`src/rtl/assoc_data_cache_pkg.sv`:
```
// Shared definitions for the set-associative data cache: RV32 load/store size
// encodings, refill state machine states and the alignment rule.
package assoc_data_cache_pkg;

    typedef enum logic [2:0] {
        F3_BYTE   = 3'b000,
        F3_HALF   = 3'b001,
        F3_WORD   = 3'b010,
        F3_BYTE_U = 3'b100,
        F3_HALF_U = 3'b101
    } funct3_t;

    typedef enum logic [1:0] {
        ST_IDLE,
        ST_WRITEBACK,
        ST_FETCH,
        ST_FILL
    } cache_state_t;

    // Halfwords need an even byte offset, words (and reserved sizes) a zero one.
    function automatic logic is_misaligned(input logic [2:0] funct3, input logic [1:0] byte_off);
        case (funct3[1:0])
            2'b00:   return 1'b0;
            2'b01:   return byte_off[0];
            default: return |byte_off;
        endcase
    endfunction

endpackage

```
`src/rtl/cache_word_align.sv`:
```
// Load-side byte/halfword extraction with sign/zero extension, and store-side
// byte merge of new data into the existing 32-bit word.
module cache_word_align
    import assoc_data_cache_pkg::*;
(
    input  logic [31:0] word_in,
    input  logic [1:0]  byte_off,
    input  logic [2:0]  funct3,
    input  logic [31:0] store_data,
    output logic [31:0] load_data,
    output logic [31:0] store_word
);

    logic [7:0]  byte_sel;
    logic [15:0] half_sel;

    always_comb begin
        byte_sel = word_in[{byte_off, 3'b000} +: 8];
        half_sel = word_in[{byte_off[1], 4'b0000} +: 16];
        case (funct3)
            F3_BYTE:   load_data = {{24{byte_sel[7]}}, byte_sel};
            F3_BYTE_U: load_data = {24'h000000, byte_sel};
            F3_HALF:   load_data = {{16{half_sel[15]}}, half_sel};
            F3_HALF_U: load_data = {16'h0000, half_sel};
            default:   load_data = word_in;
        endcase
    end

    always_comb begin
        store_word = word_in;
        case (funct3[1:0])
            2'b00:   store_word[{byte_off, 3'b000} +: 8]     = store_data[7:0];
            2'b01:   store_word[{byte_off[1], 4'b0000} +: 16] = store_data[15:0];
            default: store_word = store_data;
        endcase
    end

endmodule

```
`src/rtl/assoc_data_cache.sv`:
```
// Write-back, write-allocate set-associative data cache with combinational hit
// path, age-counter LRU replacement and a single-line refill state machine.
module assoc_data_cache
    import assoc_data_cache_pkg::*;
#(
    parameter  int WAYS       = 2,
    parameter  int SETS       = 8,
    parameter  int LINE_WORDS = 4,
    localparam int LINE_W     = 32 * LINE_WORDS,
    localparam int OFF_W      = $clog2(LINE_W / 8),
    localparam int MA_W       = 32 - OFF_W
)(
    input  logic              clock,
    input  logic              reset,
    input  logic              read,
    input  logic              write,
    input  logic [2:0]        funct3,
    input  logic [31:0]       address,
    input  logic [31:0]       write_data,
    output logic [31:0]       read_data,
    output logic              busywait,
    output logic              misaligned,
    output logic              mem_read,
    output logic              mem_write,
    output logic [MA_W-1:0]   mem_address,
    output logic [LINE_W-1:0] mem_write_data,
    input  logic [LINE_W-1:0] mem_read_data,
    input  logic              mem_busywait
);

    localparam int WOFF_W = $clog2(LINE_WORDS);
    localparam int IDX_W  = $clog2(SETS);
    localparam int TAG_W  = 32 - OFF_W - IDX_W;
    localparam int WAY_W  = (WAYS > 1) ? $clog2(WAYS) : 1;
    localparam int AGE_W  = WAY_W;

    logic [LINE_W-1:0] data_mem [WAYS][SETS];
    logic [TAG_W-1:0]  tag_mem  [WAYS][SETS];
    logic [SETS-1:0]   valid_reg [WAYS];
    logic [SETS-1:0]   dirty_reg [WAYS];
    logic [AGE_W-1:0]  age_reg  [WAYS][SETS];

    cache_state_t      state_reg, state_next;
    logic [WAY_W-1:0]  victim_reg;
    logic [MA_W-1:0]   req_line_reg;
    logic [LINE_W-1:0] fill_reg;

    logic [1:0]        byte_off;
    logic [WOFF_W-1:0] word_off;
    logic [IDX_W-1:0]  index;
    logic [TAG_W-1:0]  tag;
    logic [IDX_W-1:0]  req_index;
    logic [TAG_W-1:0]  req_tag;

    assign byte_off  = address[1:0];
    assign word_off  = address[OFF_W-1:2];
    assign index     = address[OFF_W+IDX_W-1:OFF_W];
    assign tag       = address[31:OFF_W+IDX_W];
    assign req_index = req_line_reg[IDX_W-1:0];
    assign req_tag   = req_line_reg[MA_W-1:IDX_W];

    // Tag compare per way; at most one way can match a valid tag.
    logic [WAYS-1:0] way_hit;
    generate
        for (genvar gi = 0; gi < WAYS; gi++) begin : g_way
            assign way_hit[gi] = valid_reg[gi][index] && (tag_mem[gi][index] == tag);
        end
    endgenerate

    logic [WAY_W-1:0] hit_way;
    always_comb begin
        hit_way = '0;
        for (int w = 0; w < WAYS; w++) begin
            if (way_hit[w]) hit_way = WAY_W'(w);
        end
    end

    logic request, access, hit_access, miss;
    assign request    = read || write;
    assign misaligned = request && is_misaligned(funct3, byte_off);
    assign access     = request && !misaligned && (state_reg == ST_IDLE);
    assign hit_access = access && (|way_hit);
    assign miss       = access && !(|way_hit);

    logic [LINE_W-1:0] hit_line;
    logic [31:0]       hit_word, load_word, store_word;
    assign hit_line = data_mem[hit_way][index];
    assign hit_word = hit_line[{word_off, 5'b00000} +: 32];

    cache_word_align u_align (
        .word_in    (hit_word),
        .byte_off   (byte_off),
        .funct3     (funct3),
        .store_data (write_data),
        .load_data  (load_word),
        .store_word (store_word)
    );

    assign read_data = (hit_access && !write) ? load_word : 32'h0;

    // Victim: first invalid way, otherwise the oldest (lowest index on ties).
    logic [WAY_W-1:0] victim_way, lru_way;
    logic [AGE_W-1:0] best_age;
    logic             free_found;
    always_comb begin
        best_age   = age_reg[0][index];
        lru_way    = '0;
        victim_way = '0;
        free_found = 1'b0;
        for (int w = 1; w < WAYS; w++) begin
            if (age_reg[w][index] > best_age) begin
                best_age = age_reg[w][index];
                lru_way  = WAY_W'(w);
            end
        end
        for (int w = 0; w < WAYS; w++) begin
            if (!valid_reg[w][index] && !free_found) begin
                victim_way = WAY_W'(w);
                free_found = 1'b1;
            end
        end
        if (!free_found) victim_way = lru_way;
    end

    logic victim_dirty;
    assign victim_dirty = valid_reg[victim_way][index] && dirty_reg[victim_way][index];

    always_ff @(posedge clock or posedge reset) begin
        if (reset) state_reg <= ST_IDLE;
        else       state_reg <= state_next;
    end

    always_comb begin
        state_next = state_reg;
        case (state_reg)
            ST_IDLE:      if (miss) state_next = victim_dirty ? ST_WRITEBACK : ST_FETCH;
            ST_WRITEBACK: if (!mem_busywait) state_next = ST_FETCH;
            ST_FETCH:     if (!mem_busywait) state_next = ST_FILL;
            ST_FILL:      state_next = ST_IDLE;
            default:      state_next = ST_IDLE;
        endcase
    end

    always_comb begin
        mem_read       = 1'b0;
        mem_write      = 1'b0;
        mem_address    = '0;
        mem_write_data = '0;
        busywait       = (state_reg != ST_IDLE) || miss;
        case (state_reg)
            ST_WRITEBACK: begin
                mem_write      = 1'b1;
                mem_address    = {tag_mem[victim_reg][req_index], req_index};
                mem_write_data = data_mem[victim_reg][req_index];
            end
            ST_FETCH: begin
                mem_read    = 1'b1;
                mem_address = req_line_reg;
            end
            default: ;
        endcase
    end

    // A fill counts as the oldest way being used, so every other way ages.
    logic             touch_en;
    logic [WAY_W-1:0] touch_way;
    logic [IDX_W-1:0] touch_set;
    logic [AGE_W-1:0] touch_limit;
    always_comb begin
        touch_en    = hit_access || (state_reg == ST_FILL);
        touch_way   = hit_way;
        touch_set   = index;
        touch_limit = age_reg[hit_way][index];
        if (state_reg == ST_FILL) begin
            touch_way   = victim_reg;
            touch_set   = req_index;
            touch_limit = AGE_W'(WAYS - 1);
        end
    end

    always_ff @(posedge clock or posedge reset) begin
        if (reset) begin
            for (int w = 0; w < WAYS; w++) begin
                valid_reg[w] <= '0;
                dirty_reg[w] <= '0;
                for (int s = 0; s < SETS; s++) age_reg[w][s] <= '0;
            end
        end else begin
            if (hit_access && write) dirty_reg[hit_way][index] <= 1'b1;
            if (state_reg == ST_FILL) begin
                valid_reg[victim_reg][req_index] <= 1'b1;
                dirty_reg[victim_reg][req_index] <= 1'b0;
            end
            if (touch_en) begin
                for (int w = 0; w < WAYS; w++) begin
                    if (WAY_W'(w) == touch_way)
                        age_reg[w][touch_set] <= '0;
                    else if (age_reg[w][touch_set] < touch_limit)
                        age_reg[w][touch_set] <= age_reg[w][touch_set] + AGE_W'(1);
                end
            end
        end
    end

    // Payload storage: never reset, only qualified by the valid bits above.
    always_ff @(posedge clock) begin
        if (miss) begin
            victim_reg   <= victim_way;
            req_line_reg <= {tag, index};
        end
        if (state_reg == ST_FETCH && !mem_busywait) fill_reg <= mem_read_data;
        if (state_reg == ST_FILL) begin
            data_mem[victim_reg][req_index] <= fill_reg;
            tag_mem[victim_reg][req_index]  <= req_tag;
        end
        if (hit_access && write)
            data_mem[hit_way][index][{word_off, 5'b00000} +: 32] <= store_word;
    end

endmodule
```
`config.mk`:
```
export PLATFORM = sky130hd
export DESIGN_NAME = assoc_data_cache
export DESIGN_NICKNAME = d
export VERILOG_FILES = /design/src/rtl/assoc_data_cache_pkg.sv /design/src/rtl/cache_word_align.sv /design/src/rtl/assoc_data_cache.sv
export SDC_FILE = /design/constraint.sdc
export NUM_CORES = 2
export LEC_CHECK = 0
export CAP_MARGIN = 20
export CORE_MARGIN = 10
export CORE_UTILIZATION = 51
export DETAILED_ROUTE_END_ITERATION = 10
export PLACE_DENSITY = 0.68
export SKIP_LAST_GASP = 1
export SYNTH_ARGS = -nofsm -noshare
export SYNTH_HDL_FRONTEND = slang
export SYNTH_SLANG_ARGS = --single-unit
```
`constraint.sdc`:
```
create_clock -name clock -period 16.5 [get_ports clock]
set_input_delay 3.3 -clock clock [delete_from_list [all_inputs] [get_ports clock]]
set_output_delay 3.3 -clock clock [all_outputs]
set_load 0.02 [all_outputs]
```
==> flow_summary.ini <==
[worst_setup_path]
r2r-start = tag_mem[1][11]
path_cells = clkbuf_8 > nand2b_4 > o22ai_1 > nor3_1 > or4_1 > or4_1 > nor4_4 > buf_12 > buf_12 > buf_12 > buf_4 > mux4_2 > mux4_2 > a22oi_1 > o211ai_1 > o21ai_0 > a31oi_1 > clkdlybuf4s50_1
rrSetupSlack_ns = 7.92
critPathMaxFanout = 85
crit_top_cell = buf_12
critical-path-max-stage-delay_ns = 1.00
critPathLaunchType = primary input
critical_path_buf_inv_count = 6
crit_family = simple AND/OR/NAND/NOR gates
crit_cells = 18
worstPathRequired_ns = 13.20
rr_worst_depth = 20
arrival_ns = 12.25
crit_type = primary input to output pin
worst_setup_path_end_kind = output pin
r2r-end = data_mem[0][385]
critPathSlowestCell = nor4_4

[cells_and_area]
drive_gt1_frac = 0.291
fill_cells = 17900
area_growth_pct = 14.8
largest_register_ffs = 2048
postLayoutCellArea_mm2 = 0.144
multi_input_area_mm2 = 0.0439
regArea_mm2 = 0.0795
layout.nets = 7771

[timing]
max_freq_ghz = 0.0643
tightest_slew_ns = 1.36
post-route-period-util = 0.943
skew_ns = 0.0904
finalSetupViolations = 0
fin_crit_ns = 15.55
finalHoldViolCount = 0
final_max_slew_viol_count = 0
rsz0062_at_grt = false
slew_headroom = 0.0936

[worst_hold_path]
min_from = dirty_reg[8]
hold_path.class = register to register
hold_depth = 1
min_to = dirty_reg[8]

[die]
start_util = 0.512
fp.dieH_um = 516
die_area_mm2 = 0.266
core_mm2 = 0.245
io_pins = 392
rows = 182
die_w_um = 516

[route]
ant_nets = 0
routed_via_density = 7.45
drt-pass1-iter-count = 6
routed_wl_mm = 478
drc = 0
vias = 82300
avgRoutedWirePerCell_um = 43.3
drtIter0Drc = 14100

[synth]
synth_top_family_by_area = multiplexers
synth_cells = 7049
synth-compound-area-share = 0.0544
ys_top_cells_by_count = edfxtp_1 (2605), mux4_2 (1131), nand2_1 (561), clkbuf_1 (334), nor2_1 (231)
ys_dominant_reg_cell = edfxtp_1
synth_area_leaders = edfxtp_1 (62%), mux4_2 (20%), nand2_1 (1.7%)
synth_area_mm2 = 0.125
synth.net_count = 7263
muxShareOfSynthArea = 0.233
yosys.area.top_type_share = 0.624
synth-xor-area-share = 0.00244
synth_fa_ha_area_frac = 0.00140
synth-edff-count = 2605
synth_cell_types = 106
yosysTopAreaCell = edfxtp_1
synth-seq-cells = 2656
synth-simple-area-share = 0.0512
ys_async_sr_fraction = 0.0188
yosysMostFrequentCell = edfxtp_1
yosysWarnings = 0
syn_area_per_cell_um2 = 17.8
yosysSeqAreaShare = 0.634

[grt]
grt_usage = 0.353
grt_max_degree = 152
grt_pass1_wl_mm = 653
overflow = 0
grt_pass1_vias = 80800
antenna_found_initial = 64

[cts]
clockBufferDepth = 4
htreeDepth = 5
ctsHoldBuffers = 0
path_clk_slew_ns = 0.06
numCtsBuffers = 299
cts_tree = done
clk_latency_ns = 0.96
post_cts_buffers = 0
root_buffer = clkbuf_16
cts.repair.resized = 0
clock_sinks = 2656

[placement]
hpwl_mm = 294
port_buffers = 391
gp_congestion = 1.03
placed_area_mm2 = 0.135

[power_and_ir_drop]
fin_total_pwr_w = 0.0187
p_leak_nw = 45.5
p_per_area_mw_per_mm2 = 130
vdd_ir_drop_max_mv = 0.132

[outcome]
outcome = complete, no violations

[run]
max_cap_viol_count = 0
per-layer routing:
| metal | global-route usage | share of wire |
|---|---|---|
| met4 | 0.239 | 0.083 |
| met1 | 0.455 | 0.33 |
| met5 | 0.00213 | 0.00070 |
| met2 | 0.500 | 0.43 |
| met3 | 0.131 | 0.15 |
worst max-delay path by stage:
stage / startpoint / to / slack (ns)
2_1_floorplan: address[4] / read_data[4] / 5.13
3_3_place_gp: address[5] / read_data[1] / -1.26
3_5_place_dp: address[5] / read_data[0] / 1.47
4_1_cts: address[5] / read_data[0] / 1.46
5_1_grt: address[5] / read_data[0] / 1.08
6_report: address[5] / read_data[0] / 0.95
cells in the final DEF, fill, tap and decap left out, types with 19 or more instances in the layout:
cell type / n
o211ai_1: 41
clkinv_2: 54
nand4_1: 50
buf_12: 25
clkbuf_16: 302
a22o_1: 57
o22ai_1: 109
o21ai_1: 29
mux2i_1: 163
nand3_1: 128
mux2_2: 126
and2_1: 143
clkinv_1: 60
o2111ai_1: 21
mux4_2: 1131
buf_4: 334
dfrtp_1: 50
a211oi_1: 37
a22oi_1: 98
nor3_1: 32
inv_1: 35
a221oi_1: 30
nor2b_1: 37
bufinv_16: 24
nor2_4: 78
nand2_1: 558
a31oi_1: 89
edfxtp_1: 2605
o21ai_0: 111
diode_2: 48
or2_2: 25
clkbuf_1: 55
a21oi_1: 80
and4_1: 23
nor2_1: 150
clkdlybuf4s50_1: 386
xor2_1: 19
and3_1: 31
final cells by class:
cell class              count  share of cell area
clock buffers             359              0.0540
well taps                3220              0.0280
multi-input cells        3796               0.305
diodes                     48            0.000834
repair buffers            762              0.0490
flip-flops and latches   2656               0.552
clock inverters           161              0.0100
inverters                  42             0.00112
per-stage QoR:
step | setup TNS (ns) | instances | setup WS, ns | hold WS (ns) | utilization
2_1_floorplan | 0 | 7049 | 5.13 | 0.455 | -
3_3_place_gp | -1.26 | 10400 | -1.26 | 0.478 | 0.548
3_5_place_dp | 0 | 10500 | 1.47 | 0.487 | 0.549
4_1_cts | 0 | 11000 | 1.46 | 0.500 | 0.586
5_1_grt | 0 | 11000 | 1.08 | 0.508 | 0.587
6_report | 0 | 11000 | 0.946 | 0.501 | 0.587
report_power, final:
group	internal [W]	switching (W)	total, W
combinational	0.00165	0.00248	0.00413
clock	0.00373	0.00272	0.00645
sequential	0.00796	0.000213	0.00817
kinds of logic (layout without fill, tap and decap cells):
| kind of cell | after synthesis | count (layout) |
|---|---|---|
| adder cells (fa/ha/maj) | 14 | 14 |
| other | 0 | 48 |
| multiplexers | 1449 | 1449 |
| buffers and inverters | 597 | 1324 |
| flip-flops | 2656 | 2656 |
| XOR/XNOR | 35 | 35 |
| AND/OR/NAND/NOR | 1349 | 1349 |
| AO/OA/AOI/OAI | 949 | 949 |
worst register-to-register path, delay by kind of cell, from the launching register on:
kind | cells | cell delay [ns]
simple gates | 4 | 2.35
compound gates | 6 | 2.30
buf+inv | 7 | 2.17
mux | 3 | 1.14
flops | 1 | 0.39
Power figures use the tool's default switching activity.
